`config.mk`:
```
export PLATFORM = sky130hd
export DESIGN_NAME = dna_ascii_unpacker
export DESIGN_NICKNAME = d
export VERILOG_FILES = /design/src/rtl/dna_ascii_unpacker_pkg.sv /design/src/rtl/dna_ascii_unpacker.sv
export SDC_FILE = /design/constraint.sdc
export NUM_CORES = 1
export LEC_CHECK = 0
export ABC_AREA = 1
export CORE_AREA = 2 2 99 101
export CTS_BUF_LIST = sky130_fd_sc_hd__clkbuf_8
export DETAILED_ROUTE_END_ITERATION = 12
export DIE_AREA = 0 0 101 103
export PLACE_DENSITY = 0.5
export SLEW_MARGIN = 15
export SYNTH_ARGS = -nofsm -noshare
export SYNTH_HDL_FRONTEND = slang
export SYNTH_SLANG_ARGS = --single-unit
```
`constraint.sdc`:
```
create_clock -name clk -period 4.26 [get_ports clk]
set_input_delay 0.426 -clock clk [delete_from_list [all_inputs] [get_ports clk]]
set_output_delay 0.426 -clock clk [all_outputs]
set_load 0.01 [all_outputs]
```
`src/rtl/dna_ascii_unpacker_pkg.sv`:
```
// Shared datatypes for the DNA unpacker: 2-bit base encoding, unpacker
// states and the base-to-ASCII mapping.
package datatypesPkg;

    typedef enum logic [1:0] {
        nA = 2'd0,
        nC = 2'd1,
        nG = 2'd2,
        nT = 2'd3
    } dna_base;

    typedef enum logic [1:0] {
        IDLE    = 2'd0,
        EMIT    = 2'd1,
        NEWLINE = 2'd2
    } unpack_state_e;

    localparam logic [7:0] ASCII_NL = 8'h0A;

    function automatic logic [7:0] dna_to_ascii(input dna_base b);
        case (b)
            nA:      return 8'h41;
            nC:      return 8'h43;
            nG:      return 8'h47;
            default: return 8'h54;
        endcase
    endfunction

endpackage

```
`src/rtl/dna_ascii_unpacker.sv`:
```
// Unpacks words of 2-bit DNA bases into an ASCII character stream,
// optionally terminating each sequence with a newline.
module dna_ascii_unpacker
    import datatypesPkg::*;
#(
    parameter int BASES_PER_WORD = 16,
    parameter int EMIT_NEWLINE   = 1
) (
    input  logic                              clk,
    input  logic                              rst_n,
    input  logic                              in_valid,
    output logic                              in_ready,
    input  logic [2*BASES_PER_WORD-1:0]       in_word,
    input  logic [$clog2(BASES_PER_WORD):0]   in_count,
    input  logic                              in_last,
    output logic                              out_valid,
    input  logic                              out_ready,
    output logic [7:0]                        out_char,
    output logic                              out_last,
    output logic                              busy,
    output logic                              err_count
);

    localparam int CW    = $clog2(BASES_PER_WORD) + 1;
    localparam int IW    = (BASES_PER_WORD > 1) ? $clog2(BASES_PER_WORD) : 1;
    localparam int WW    = 2 * BASES_PER_WORD;
    localparam bit NL_EN = (EMIT_NEWLINE != 0);

    unpack_state_e state;
    logic [WW-1:0] word_q;
    logic [CW-1:0] count_q;
    logic [CW-1:0] idx;
    logic          last_q;
    logic          ready_en;

    logic [CW-1:0] idx_next;
    logic          out_fire;
    logic          final_base;
    logic          chain_ok;
    logic          in_fire;
    logic          in_legal;
    logic          first_last;
    logic          step_last;
    dna_base       next_base;
    dna_base       first_base;

    assign idx_next   = idx + CW'(1);
    assign out_fire   = out_valid && out_ready;
    assign final_base = (state == EMIT) && (idx_next == count_q);
    // A new word may only slip in while the final base leaves and no newline is owed.
    assign chain_ok   = final_base && out_ready && !(last_q && NL_EN);
    assign in_ready   = ready_en && ((state == IDLE) || chain_ok);
    assign in_fire    = in_valid && in_ready;
    assign in_legal   = (in_count <= CW'(BASES_PER_WORD));
    assign next_base  = dna_base'(word_q[{idx_next[IW-1:0], 1'b0} +: 2]);
    assign first_base = dna_base'(in_word[1:0]);
    assign first_last = (in_count == CW'(1)) && in_last && !NL_EN;
    assign step_last  = ((idx_next + CW'(1)) == count_q) && last_q && !NL_EN;
    assign busy       = (state != IDLE);

    // NOTE: pure datapath registers carry no reset; the control state guards their use.
    always_ff @(posedge clk) begin
        if (in_fire && in_legal) begin
            word_q  <= in_word;
            count_q <= in_count;
            last_q  <= in_last;
        end
    end

    always_ff @(posedge clk or negedge rst_n) begin
        if (!rst_n) begin
            state     <= IDLE;
            idx       <= '0;
            out_valid <= 1'b0;
            out_last  <= 1'b0;
            out_char  <= 8'h00;
            err_count <= 1'b0;
            ready_en  <= 1'b0;
        end else begin
            err_count <= 1'b0;
            ready_en  <= 1'b1;
            case (state)
                EMIT: begin
                    if (out_fire) begin
                        if (final_base) begin
                            idx <= '0;
                            if (last_q && NL_EN) begin
                                state    <= NEWLINE;
                                out_char <= ASCII_NL;
                                out_last <= 1'b1;
                            end else begin
                                state     <= IDLE;
                                out_valid <= 1'b0;
                                out_last  <= 1'b0;
                            end
                        end else begin
                            idx      <= idx_next;
                            out_char <= dna_to_ascii(next_base);
                            out_last <= step_last;
                        end
                    end
                end
                NEWLINE: begin
                    if (out_fire) begin
                        state     <= IDLE;
                        out_valid <= 1'b0;
                        out_last  <= 1'b0;
                    end
                end
                default: state <= IDLE;
            endcase

            // NOTE: non-blocking updates let this later word acceptance override the drain above.
            if (in_fire) begin
                if (!in_legal) begin
                    err_count <= 1'b1;
                end else if (in_count == '0) begin
                    if (in_last && NL_EN) begin
                        state     <= NEWLINE;
                        out_valid <= 1'b1;
                        out_char  <= ASCII_NL;
                        out_last  <= 1'b1;
                    end
                end else begin
                    state     <= EMIT;
                    idx       <= '0;
                    out_valid <= 1'b1;
                    out_char  <= dna_to_ascii(first_base);
                    out_last  <= first_last;
                end
            end
        end
    end

endmodule

```
### After elaboration in Yosys (flattened, before gate mapping)

Cells that the tools add are included.

| word-level totals | value |
|---|---|
| register bits after elaboration | 57 |
| bits in latches | 0 |
| RAM bits | 0 |
| memory bits (read-only) | 0 |
| output and inout port bits | 13 |
| word-level logic and storage cells | 79 |
| memories | 0 |

| cells by class | value |
|---|---|
| add/subtract/negate cells | 1 |
| multiply operators | 0 |
| divide/modulo/power cells | 0 |
| magnitude comparators | 1 |
| equality and inequality tests | 7 |
| shift-type cells | 1 |
| muxes and demuxes | 45 |
| bitwise logic cells | 0 |
| reductions and logical operators | 14 |

Operators with widths:

| cell | number |
|---|---|
| 2-to-1 mux 8 bit | 8 |
| variable part select 32 x 6 -> 2 bit | 1 |
| 2-to-1 mux 5 bit | 6 |
| case mux 5 bit (3 select lines) | 2 |
| 2-to-1 mux 1 bit | 18 |
| 2-to-1 mux 2 bit | 8 |
| logical AND 1 bit | 7 |
| == test 2 x 1 -> 1 bit (second input constant) | 3 |
| == test 2 bit (second input constant) | 3 |
| logical NOT 2 bit | 3 |
| adder 5 x 1 -> 5 bit (second input constant) | 1 |
| == test 5 bit | 1 |
| <= comparator 5 bit (second input constant) | 1 |
| logical NOT 5 bit | 1 |
| case mux 1 bit (2 select lines) | 2 |
| case mux 2 bit (2 select lines) | 1 |
| nonzero test 2 bit | 1 |
| logical NOT 1 bit | 1 |
| logical OR 1 bit | 1 |

### Longest topological paths before layout

Gate-level depths: netlist of the first run.

| logic depth | value |
|---|---|
| depth after elaboration | 11 |
| gate-level depth with buffers | 17 |
| mapped depth without buffers | 17 |

### Worst setup path after synthesis of the first run

No wires, ideal clock.

| timing path | value |
|---|---|
| path type | reg2reg |
| start point | register idx[0] |
| end point | register count_q[0] (enable) |
| library setup time | 0.375 ns |
| data arrival time | 2.000 ns |
| slack | 1.885 ns |
| cell stages (with the launch flop) | 12 |
| path buffers | 1 |
| cell sequence | dfrtp_1 > ha_1 > clkbuf_1 > nand2_1 > nand3_1 > nor2_1 > nand3_2 > nor2_4 > nand3_2 > nand2_2 > nand3_4 > nor2_8 |

| on the way | value |
|---|---|
| longest elaborated chain between the ends | 9 |

RTL lines:

| element | line | source |
|---|---|---|
| start, declared | dna_ascii_unpacker.sv:32 | `logic [CW-1:0] idx;` |
| start signal, assigned | dna_ascii_unpacker.sv:97 | `idx <= idx_next;` |
| adder 5 x 1 -> 5 bit | dna_ascii_unpacker.sv:47 | `assign idx_next = idx + CW'(1);` |
| == test 5 bit | dna_ascii_unpacker.sv:49 | `assign final_base = (state == EMIT) && (idx_next == count_q);` |
| logical AND 1 bit | dna_ascii_unpacker.sv:49 |  |
| logical AND 1 bit (2 in series) | dna_ascii_unpacker.sv:51 | `assign chain_ok = final_base && out_ready && !(last_q && NL_EN);` |
| logical OR 1 bit | dna_ascii_unpacker.sv:52 | `assign in_ready = ready_en && ((state == IDLE) \|\| chain_ok);` |
| logical AND 1 bit | dna_ascii_unpacker.sv:52 |  |
| logical AND 1 bit | dna_ascii_unpacker.sv:53 | `assign in_fire = in_valid && in_ready;` |
| logical AND 1 bit | dna_ascii_unpacker.sv:63 | `if (in_fire && in_legal) begin` |
| end signal, assigned | dna_ascii_unpacker.sv:65 | `count_q <= in_count;` |
| end, declared | dna_ascii_unpacker.sv:31 | `logic [CW-1:0] count_q;` |

No other way between the ends.
A chain may end at the register's enable or synchronous reset.

### Final worst setup path of the first run

| timing path | value |
|---|---|
| start point | register idx[0] |
| end point | output in_ready |

| on the way | value |
|---|---|
| longest elaborated chain between the ends | 7 |

RTL lines:

| element | line | source |
|---|---|---|
| adder 5 x 1 -> 5 bit | dna_ascii_unpacker.sv:47 |  |
| == test 5 bit | dna_ascii_unpacker.sv:49 |  |
| logical AND 1 bit | dna_ascii_unpacker.sv:49 |  |
| logical AND 1 bit (2 in series) | dna_ascii_unpacker.sv:51 |  |
| logical OR 1 bit | dna_ascii_unpacker.sv:52 |  |
| logical AND 1 bit | dna_ascii_unpacker.sv:52 |  |
| end, declared | dna_ascii_unpacker.sv:12 | `output logic in_ready,` |

No other way between the ends.

==> results of run 1 <==
-- cell usage after synthesis (2+ instances only) --
library cell / number
sky130_fd_sc_hd__nand2_1: 41
sky130_fd_sc_hd__edfxtp_1: 38
sky130_fd_sc_hd__nor2_1: 31
sky130_fd_sc_hd__inv_1: 28
sky130_fd_sc_hd__o21ai_0: 27
sky130_fd_sc_hd__dfrtp_1: 19
sky130_fd_sc_hd__nand3_1: 11
sky130_fd_sc_hd__a21oi_1: 10
sky130_fd_sc_hd__ha_1: 8
sky130_fd_sc_hd__o221ai_1: 8
sky130_fd_sc_hd__nand2_2: 6
sky130_fd_sc_hd__clkbuf_1: 3
sky130_fd_sc_hd__nand4_1: 3
sky130_fd_sc_hd__nor3_1: 3
sky130_fd_sc_hd__clkinv_1: 2
sky130_fd_sc_hd__inv_2: 2
sky130_fd_sc_hd__nand2_4: 2
sky130_fd_sc_hd__nand3_2: 2
sky130_fd_sc_hd__o211ai_1: 2
-- path summary, 6_finish.rpt --
| check | from | to | slack (ps) | cells past startpoint |
|---|---|---|---|---|
| setup / recovery | idx[0] | in_ready | 680 | 10 |
| hold / removal | out_char[7] | out_char[7] | 510 | 2 |
| setup reg to reg | idx[0] | out_char[7] | 980 | 14 |
| hold reg to reg | out_char[7] | out_char[7] | 510 | 2 |
| max in group asynchronous | rst_n | out_char[4] | 3140 | 1 |
| min in group asynchronous | rst_n | idx[4] | 580 | 1 |
-- power by group through the flow --
stage | Sequential (mW) | Clock (mW) | Combinational [mW]
2_1_floorplan | 0.673 | 0 | 0.187
3_3_place_gp | 0.682 | 0 | 0.319
3_5_place_dp | 0.683 | 0 | 0.325
4_1_cts | 0.671 | 0.591 | 0.327
5_1_grt | 0.677 | 0.610 | 0.369
6_report | 0.671 | 0.576 | 0.323
-- state kept, by name (all words and copies together), names as in the netlist --
name,count
idx,5
count_q,5
state,2
ready_en,1
last_q,1
word_q,32
out_valid,1
out_char,8
out_last,1
err_count,1
-- through the flow --
step	instance area, um^2	power (mW)
2_1_floorplan	2750	0.861
3_3_place_gp	3410	1.00
3_5_place_dp	3410	1.01
4_1_cts	3640	1.59
5_1_grt	3640	1.66
6_report	3640	1.57
-- critical path: cells and delay by family, from the launching register on --
| family | cells | cell delay, ps |
|---|---|---|
| simple gates | 6 | 610 |
| fa+ha+maj | 1 | 610 |
| compound gates | 1 | 170 |
| flops | 1 | 630 |
| buf+inv | 2 | 790 |
-- per-layer routing --
metal / vias to the layer above / wire, um
met2: 48 / 3110
li1: 1031 / -
met4: 0 / 95
met3: 9 / 277
met1: 991 / 2950
met5: - / 0
-- cells by family after synthesis --
| group | count (synthesis) | share of synthesized area, % |
|---|---|---|
| flops | 57 | 58.9 |
| xor+xnor | 2 | 1.32 |
| buf+inv | 37 | 5.38 |
| other cells | 1 | 0.137 |
| fa+ha+maj | 8 | 3.65 |
| simple gates | 107 | 19.1 |
| compound gates | 52 | 11.5 |
-- cell type report --
class | instances | area (um^2)
fillers | 966 | 5820
flip-flops and latches | 57 | 1620
multi-input cells | 170 | 981
repair buffers | 54 | 541
well taps | 114 | 143
inverters | 33 | 129
clock buffers | 9 | 124
clock inverters | 7 | 103
==> tab_implementation.tex, run 1 <==
\begin{tabular}{lr}
\hline
Metric & Value \\
\hline
\multicolumn{2}{l}{\textbf{Outcome}} \\
\quad Outcome & complete, no violations \\
\multicolumn{2}{l}{\textbf{Placed design}} \\
\quad Total of buffers placed on input and output ports & 54 \\
\quad Final weighted congestion of routability-driven global placement & 0.831 \\
\quad Hpwl dp & 4740 um \\
\quad DP Worst Slack & 960 ps \\
\quad Total instance count after detailed placement & 428 \\
\multicolumn{2}{l}{\textbf{Global route}} \\
\quad Routing usage on met2 & 21.9\% \\
\quad Wire length of the first global-routing pass & 10,200 um \\
\quad Initial antenna violation count & 0 \\
\quad Residual overflow from global routing & 0 \\
\quad Routing layer with the top usage in global route & met2 \\
\quad Met3 usage in global routing & 4.20\% \\
\quad Total Routing Usage GR & 13.2\% \\
\quad Via count of the first global-routing pass & 2,108 \\
\quad Met1 demand-to-capacity share in global routing & 16.4\% \\
\quad Largest net degree at the start of global routing & 44 \\
\multicolumn{2}{l}{\textbf{Final layout}} \\
\quad Layout cells sized above 1 & 10.9\% \\
\quad Number of nets in the layout & 375 \\
\quad Cell Count, Final, Fillers Out & 444 \\
\quad Most frequent cells in the layout & sky130\_fd\_sc\_hd\_\_clkdlybuf4s50\_1 (54), sky130\_fd\_sc\_hd\_\_nand2\_1 (41), sky130\_fd\_sc\_hd\_\_edfxtp\_1 (38), sky130\_fd\_sc\_hd\_\_nor2\_1 (31), sky130\_fd\_sc\_hd\_\_inv\_1 (28) \\
\quad Area growth syn-to-layout & 32.5\% \\
\quad Most frequent standard cell in the layout excluding fill and tap cells & sky130\_fd\_sc\_hd\_\_clkdlybuf4s50\_1 \\
\quad Number of antenna repair diodes & 0 \\
\quad Final Util & 38.4\% \\
\multicolumn{2}{l}{\textbf{Timing}} \\
\quad Final WS setup & 677 ps \\
\quad Time the worst path needs with I/O delays and setup & 3580 ps \\
\quad Slew margin rel. & 41.4\% \\
\quad Final Hold Vio Count & 0 \\
\quad Max Clock Skew & 10.8 ps \\
\quad Finish-stage setup viols & 0 \\
\quad TNS Setup & 0 ps \\
\quad Share of the clock period used by the worst path & 84.1\% \\
\quad FMAX & 0.279 GHz \\
\quad Final Hold Slack & 511 ps \\
\quad RSZ-0062 raised after global routing & false \\
\quad Slew of the pin with the lowest slew margin & 876 ps \\
\quad Final-report max-slew violation count & 0 \\
\multicolumn{2}{l}{\textbf{CTS}} \\
\quad Number of CTS-inserted buffers & 9 \\
\quad Clock tree from TritonCTS & done \\
\quad Deepest clock path buffer count & 2 \\
\quad Buffers inserted by post-CTS timing repair & 0 \\
\quad Clock transition time at the flip-flop clock pins of the worst setup and hold paths & 70 ps \\
\quad Number of gates resized after CTS & 0 \\
\quad Hold-fix buffer count after cts & 0 \\
\quad Clk sinks & 57 \\
\quad Later-pin clock latency in the skew report & 350 ps \\
\quad CTS HTree Levels & 3 \\
\quad Root buffer cell & sky130\_fd\_sc\_hd\_\_clkbuf\_8 \\
\multicolumn{2}{l}{\textbf{Power}} \\
\quad Internal Pwr Total & 1.12 mW \\
\quad Net switching fraction of the power & 29.0\% \\
\quad Total power density per cell area & 432 nW/um\^{}2 \\
\quad Relative contribution of sequential cells to total power & 42.7\% \\
\quad Net switching power figure & 0.455 mW \\
\quad Comb power frac & 20.6\% \\
\quad Worst vdd ir & 167 uV \\
\quad Static power due to leakage & 1.41 nW \\
\quad Share of total power in the clock network & 36.7\% \\
\multicolumn{2}{l}{\textbf{Critical path}} \\
\quad Nature of the critical path startpoint & flop \\
\quad Startpoint-to-endpoint class of the critical path & reg -> out \\
\quad Peak per-stage delay on the critical path & 630 ps \\
\quad Arrival time worst endpoint & 3160 ps \\
\quad Slowest cell on crit path & sky130\_fd\_sc\_hd\_\_dfrtp\_1 \\
\quad WP data required & 3830 ps \\
\quad Sequence of cells on the critical path & ha\_1 > inv\_1 > nand2\_1 > nand3\_1 > nor2\_1 > nand3\_2 > nor2\_4 > nand3\_2 > a21boi\_0 > clkdlybuf4s50\_1 \\
\quad Cell mode on critical path & sky130\_fd\_sc\_hd\_\_nand3\_2 \\
\quad Maximum fanout encountered on the critical timing path & 21 \\
\quad Critical path capture point type & primary output \\
\multicolumn{2}{l}{\textbf{Yosys}} \\
\quad Share of Yosys cell area claimed by the top area cell type & 41.6\% \\
\quad Proportion of synthesized chip area in sequential cells & 58.9\% \\
\quad Cell area after synthesis & 2750 um\^{}2 \\
\quad Yosys reg bits & 57 \\
\quad Yosys top cell by area & sky130\_fd\_sc\_hd\_\_edfxtp\_1 \\
\quad Number of warnings printed during yosys synthesis & 0 \\
\quad Syn avg cell area & 10.4 um\^{}2 \\
\quad Post-Synthesis Cells & 264 \\
\quad Leading register cell type out of synthesis & sky130\_fd\_sc\_hd\_\_edfxtp\_1 \\
\quad Count of unique library cells instantiated by Yosys & 37 \\
\quad Number of synthesized flops with an enable pin & 38 \\
\quad Async set or reset register ratio after synthesis & 33.3\% \\
\quad Total nets after synthesis & 314 \\
\quad Synth top area cells & sky130\_fd\_sc\_hd\_\_edfxtp\_1 (42\%), sky130\_fd\_sc\_hd\_\_dfrtp\_1 (17\%), sky130\_fd\_sc\_hd\_\_nand2\_1 (5.6\%) \\
\multicolumn{2}{l}{\textbf{Detailed routing}} \\
\quad Antenna violation net count after detailed routing & 0 \\
\quad DRC errors left & 0 \\
\quad Detailed Route Iter0 Violations & 137 \\
\quad Vias per cell & 4.68 \\
\quad Vias & 2,079 \\
\quad Detailed Route WL & 6440 um \\
\quad Number of optimization iterations in the first detailed-route pass & 4 \\
\quad Average wire length per cell after detail routing & 14.5 um \\
\multicolumn{2}{l}{\textbf{Job}} \\
\quad Number of maximum-capacitance constraint violations & 0 \\
\multicolumn{2}{l}{\textbf{Floorplan}} \\
\quad Site row count & 36 \\
\quad Placeable Area & 9460 um\^{}2 \\
\quad Total die area & 10,400 um\^{}2 \\
\quad Die Width & 101 um \\
\quad IO Count & 55 \\
\quad Starting Density & 29.0\% \\
\quad Die Y & 103 um \\
\multicolumn{2}{l}{\textbf{Hold path}} \\
\quad Type of the most critical hold path & reg -> reg \\
\hline
\end{tabular}
Power figures use the tool's default switching activity.
==> run 2: changes to the inputs <==
==> constraint.sdc (replaced) <==
create_clock -name clk -period 3.45 [get_ports clk]
set_input_delay 0.345 -clock clk [delete_from_list [all_inputs] [get_ports clk]]
set_output_delay 0.345 -clock clk [all_outputs]
set_load 0.01 [all_outputs]
==> tab_implementation.tex, run 2 (synthesis gave the netlist of run 1 again) <==
\begin{tabular}{lr}
\hline
Metric & Value \\
\hline
\multicolumn{2}{l}{\textbf{Job}} \\
\quad Number of maximum-capacitance constraint violations & 0 (unchanged) \\
\multicolumn{2}{l}{\textbf{Final layout}} \\
\quad Area growth syn-to-layout & 32.0\% (was 32.5\%) \\
\quad Most frequent cells in the layout & sky130\_fd\_sc\_hd\_\_clkdlybuf4s50\_1 (54), sky130\_fd\_sc\_hd\_\_nand2\_1 (41), sky130\_fd\_sc\_hd\_\_edfxtp\_1 (38), sky130\_fd\_sc\_hd\_\_nor2\_1 (31), sky130\_fd\_sc\_hd\_\_inv\_1 (28) (unchanged) \\
\quad Final Util & 38.3\% (was 38.4\%) \\
\quad Count of filler cells inserted in the layout & 929 (was 966) \\
\quad Max FFs per register & 32 (unchanged) \\
\quad Number of nets in the layout & 377 (was 375) \\
\quad Register with the most flip-flops & word\_q (unchanged) \\
\quad Cell Count, Final, Fillers Out & 446 (was 444) \\
\quad Largest registers in the final layout & word\_q x32, out\_char x8 (unchanged) \\
\quad Layout cells sized above 1 & 10.5\% (was 10.9\%) \\
\quad Most frequent standard cell in the layout excluding fill and tap cells & sky130\_fd\_sc\_hd\_\_clkdlybuf4s50\_1 (unchanged) \\
\quad Number of antenna repair diodes & 0 (unchanged) \\
\quad Layout Cell Area excl Fill & 3620 um\^{}2 (was 3640 um\^{}2) \\
\multicolumn{2}{l}{\textbf{Floorplan}} \\
\quad Die Width & 101 um (unchanged) \\
\quad IO Count & 55 (unchanged) \\
\quad Placeable Area & 9460 um\^{}2 (unchanged) \\
\quad Site row count & 36 (unchanged) \\
\quad Die Y & 103 um (unchanged) \\
\quad Total die area & 10,400 um\^{}2 (unchanged) \\
\quad Starting Density & 29.0\% (unchanged) \\
\multicolumn{2}{l}{\textbf{Detailed routing}} \\
\quad Detailed Route WL & 6390 um (was 6440 um) \\
\quad Detailed Route Iter0 Violations & 100 (was 137) \\
\quad Average wire length per cell after detail routing & 14.3 um (was 14.5 um) \\
\quad DRC errors left & 0 (unchanged) \\
\quad Vias & 2,086 (was 2,079) \\
\quad Antenna violation net count after detailed routing & 0 (unchanged) \\
\quad Number of optimization iterations in the first detailed-route pass & 4 (unchanged) \\
\quad Vias per cell & 4.68 (about the same) \\
\multicolumn{2}{l}{\textbf{CTS}} \\
\quad Hold-fix buffer count after cts & 0 (unchanged) \\
\quad Clock transition time at the flip-flop clock pins of the worst setup and hold paths & 70 ps (about the same) \\
\quad Number of CTS-inserted buffers & 9 (unchanged) \\
\quad Later-pin clock latency in the skew report & 340 ps (was 350 ps) \\
\quad Clk sinks & 57 (unchanged) \\
\quad CTS HTree Levels & 3 (unchanged) \\
\quad Buffers inserted by post-CTS timing repair & 0 (unchanged) \\
\quad Clock tree from TritonCTS & done (unchanged) \\
\quad Root buffer cell & sky130\_fd\_sc\_hd\_\_clkbuf\_8 (unchanged) \\
\quad Deepest clock path buffer count & 2 (unchanged) \\
\quad Number of gates resized after CTS & 0 (unchanged) \\
\multicolumn{2}{l}{\textbf{Timing}} \\
\quad Max Clock Skew & 10.9 ps (was 10.8 ps) \\
\quad Final Hold Slack & 508 ps (was 511 ps) \\
\quad Final WS setup & 290 ps (was 677 ps) \\
\quad Final-report max-slew violation count & 0 (unchanged) \\
\quad Share of the clock period used by the worst path & 91.6\% \\
\quad Final Hold Vio Count & 0 (unchanged) \\
\quad TNS Setup & 0 ps (unchanged) \\
\quad FMAX & 0.316 GHz \\
\quad Slew margin rel. & 36.4\% (was 41.4\%) \\
\quad Slew of the pin with the lowest slew margin & 951 ps (was 876 ps) \\
\quad Time the worst path needs with I/O delays and setup & 3160 ps \\
\quad Finish-stage setup viols & 0 (unchanged) \\
\quad RSZ-0062 raised after global routing & false (unchanged) \\
\multicolumn{2}{l}{\textbf{Power}} \\
\quad Worst vdd ir & 206 uV (was 167 uV) \\
\quad Post-layout total power & 1.83 mW (was 1.57 mW) \\
\quad Total power density per cell area & 505 nW/um\^{}2 (was 432 nW/um\^{}2) \\
\quad Static power due to leakage & 1.40 nW (was 1.41 nW) \\
\multicolumn{2}{l}{\textbf{Critical path}} \\
\quad Register-to-register setup slack & 590 ps (was 980 ps) \\
\quad Slowest cell on crit path & sky130\_fd\_sc\_hd\_\_clkdlybuf4s50\_1 (was sky130\_fd\_sc\_hd\_\_dfrtp\_1) \\
\quad Startpoint-to-endpoint class of the critical path & reg -> out (unchanged) \\
\quad Sequence of cells on the critical path & ha\_1 > inv\_1 > nand2\_1 > nand3\_1 > nor2\_1 > nand3\_2 > nor2\_4 > nand3\_2 > a21boi\_0 > clkdlybuf4s50\_1 (unchanged) \\
\quad Reg2reg end & word\_q[2] (was out\_char[7]) \\
\quad Maximum fanout encountered on the critical timing path & 11 (was 21) \\
\quad WP data required & 3110 ps (was 3830 ps) \\
\quad Number of cells on the worst reg-to-reg path & 12 (was 14) \\
\quad Cell mode on critical path & sky130\_fd\_sc\_hd\_\_nand3\_2 (unchanged) \\
\quad Peak per-stage delay on the critical path & 560 ps (was 630 ps) \\
\quad Critical path capture point type & primary output (unchanged) \\
\quad Arrival time worst endpoint & 2820 ps (was 3160 ps) \\
\quad Reg-to-reg startpoint & idx[1] (was idx[0]) \\
\quad Number of buffers and inverters on the critical path & 2 (unchanged) \\
\quad Nature of the critical path startpoint & flop (unchanged) \\
\quad Number of stages on the worst setup path & 10 (unchanged) \\
\quad Top cell family by delay on the critical path & buffers and inverters (unchanged) \\
\multicolumn{2}{l}{\textbf{Placed design}} \\
\quad Total of buffers placed on input and output ports & 54 (unchanged) \\
\quad Hpwl dp & 4730 um (was 4740 um) \\
\quad Total instance count after detailed placement & 430 (was 428) \\
\quad Placed Area & 3440 um\^{}2 (was 3410 um\^{}2) \\
\quad DP Worst Slack & 587 ps (was 960 ps) \\
\quad Final weighted congestion of routability-driven global placement & 0.824 (was 0.831) \\
\multicolumn{2}{l}{\textbf{Outcome}} \\
\quad Outcome & complete, no violations (unchanged) \\
\multicolumn{2}{l}{\textbf{Hold path}} \\
\quad Type of the most critical hold path & reg -> reg (unchanged) \\
\quad Worst min-delay path startpoint & out\_char[5] (was out\_char[7]) \\
\quad Cell count of the worst hold path & 2 (unchanged) \\
\quad Worst hold path endpoint & out\_char[5] (was out\_char[7]) \\
\multicolumn{2}{l}{\textbf{Global route}} \\
\quad Residual overflow from global routing & 0 (unchanged) \\
\quad Initial antenna violation count & 0 (unchanged) \\
\quad Largest net degree at the start of global routing & 25 (was 44) \\
\quad Wire length of the first global-routing pass & 10,600 um (was 10,200 um) \\
\quad Via count of the first global-routing pass & 2,106 (was 2,108) \\
\quad Total Routing Usage GR & 13.6\% (was 13.2\%) \\
\hline
\end{tabular}
run 2: cell types whose count changed in the layout (fill, tap and decap cells not counted), sizes merged:
cell / before / now
inv: 31 / 30
clkinv: 6 / 7
bufinv: 2 / 1
clkinvlp: 1 / 2
buf: 0 / 2
run 2: area by class of cell:
type                            count  area [um^2]  share of cell area, %
Clock inverter                      7         61.3                   1.69
Clock buffer                        9          124                   3.42
Inverter                           33          129                   3.56
Multi-Input combinational cell    170          981                   27.1
Tap cell                          114          143                   3.94
Sequential cell                    57         1620                   44.6
Timing Repair Buffer               56          568                   15.7
run 2: metal layers:
metal / track usage [%] / wire length (um) / vias up / part of all wire (%)
li1: - / - / 1035 / -
met1: 17.4 / 2820 / 987 / 44
met2: 21.7 / 3180 / 57 / 50
met3: 3.19 / 291 / 7 / 4.6
met4: 7.07 / 103 / 0 / 1.6
met5: 0 / 0 / - / 0
run 2: report_power, final:
group	internal, mW	switching [mW]	total (mW)
Clock	0.324	0.272	0.596
Combinational	0.192	0.229	0.421
Sequential	0.782	0.0314	0.813
run 2: how the worst max path moves through the flow:
stage,start,slack (ps),to
after floorplan,idx[0],1080,count_q[0]
after global placement,idx[1],650,word_q[26]
after detailed placement,idx[1],590,word_q[26]
after CTS,idx[1],250,in_ready
after global routing,idx[1],70,in_ready
final,idx[1],290,in_ready
run 2: worst reg2reg max path, delay by kind of cell, from the launching register on:
family	cells	cell delay [ps]
DFF	1	410
and+or+nand+nor	9	1210
adders and majority gates	1	470
buffers and inverters	2	460
==> run 3: changes to the inputs <==
--- a/config.mk
+++ b/config.mk
@@ -6,6 +6,7 @@
 export NUM_CORES = 1
 export LEC_CHECK = 0
 export ABC_AREA = 1
+export CAP_MARGIN = 20
 export CORE_AREA = 2 2 99 101
 export CTS_BUF_LIST = sky130_fd_sc_hd__clkbuf_8
 export DETAILED_ROUTE_END_ITERATION = 12
==> results of run 3 <==
The final DEF is identical to that of run 2; final timing and power are the same.
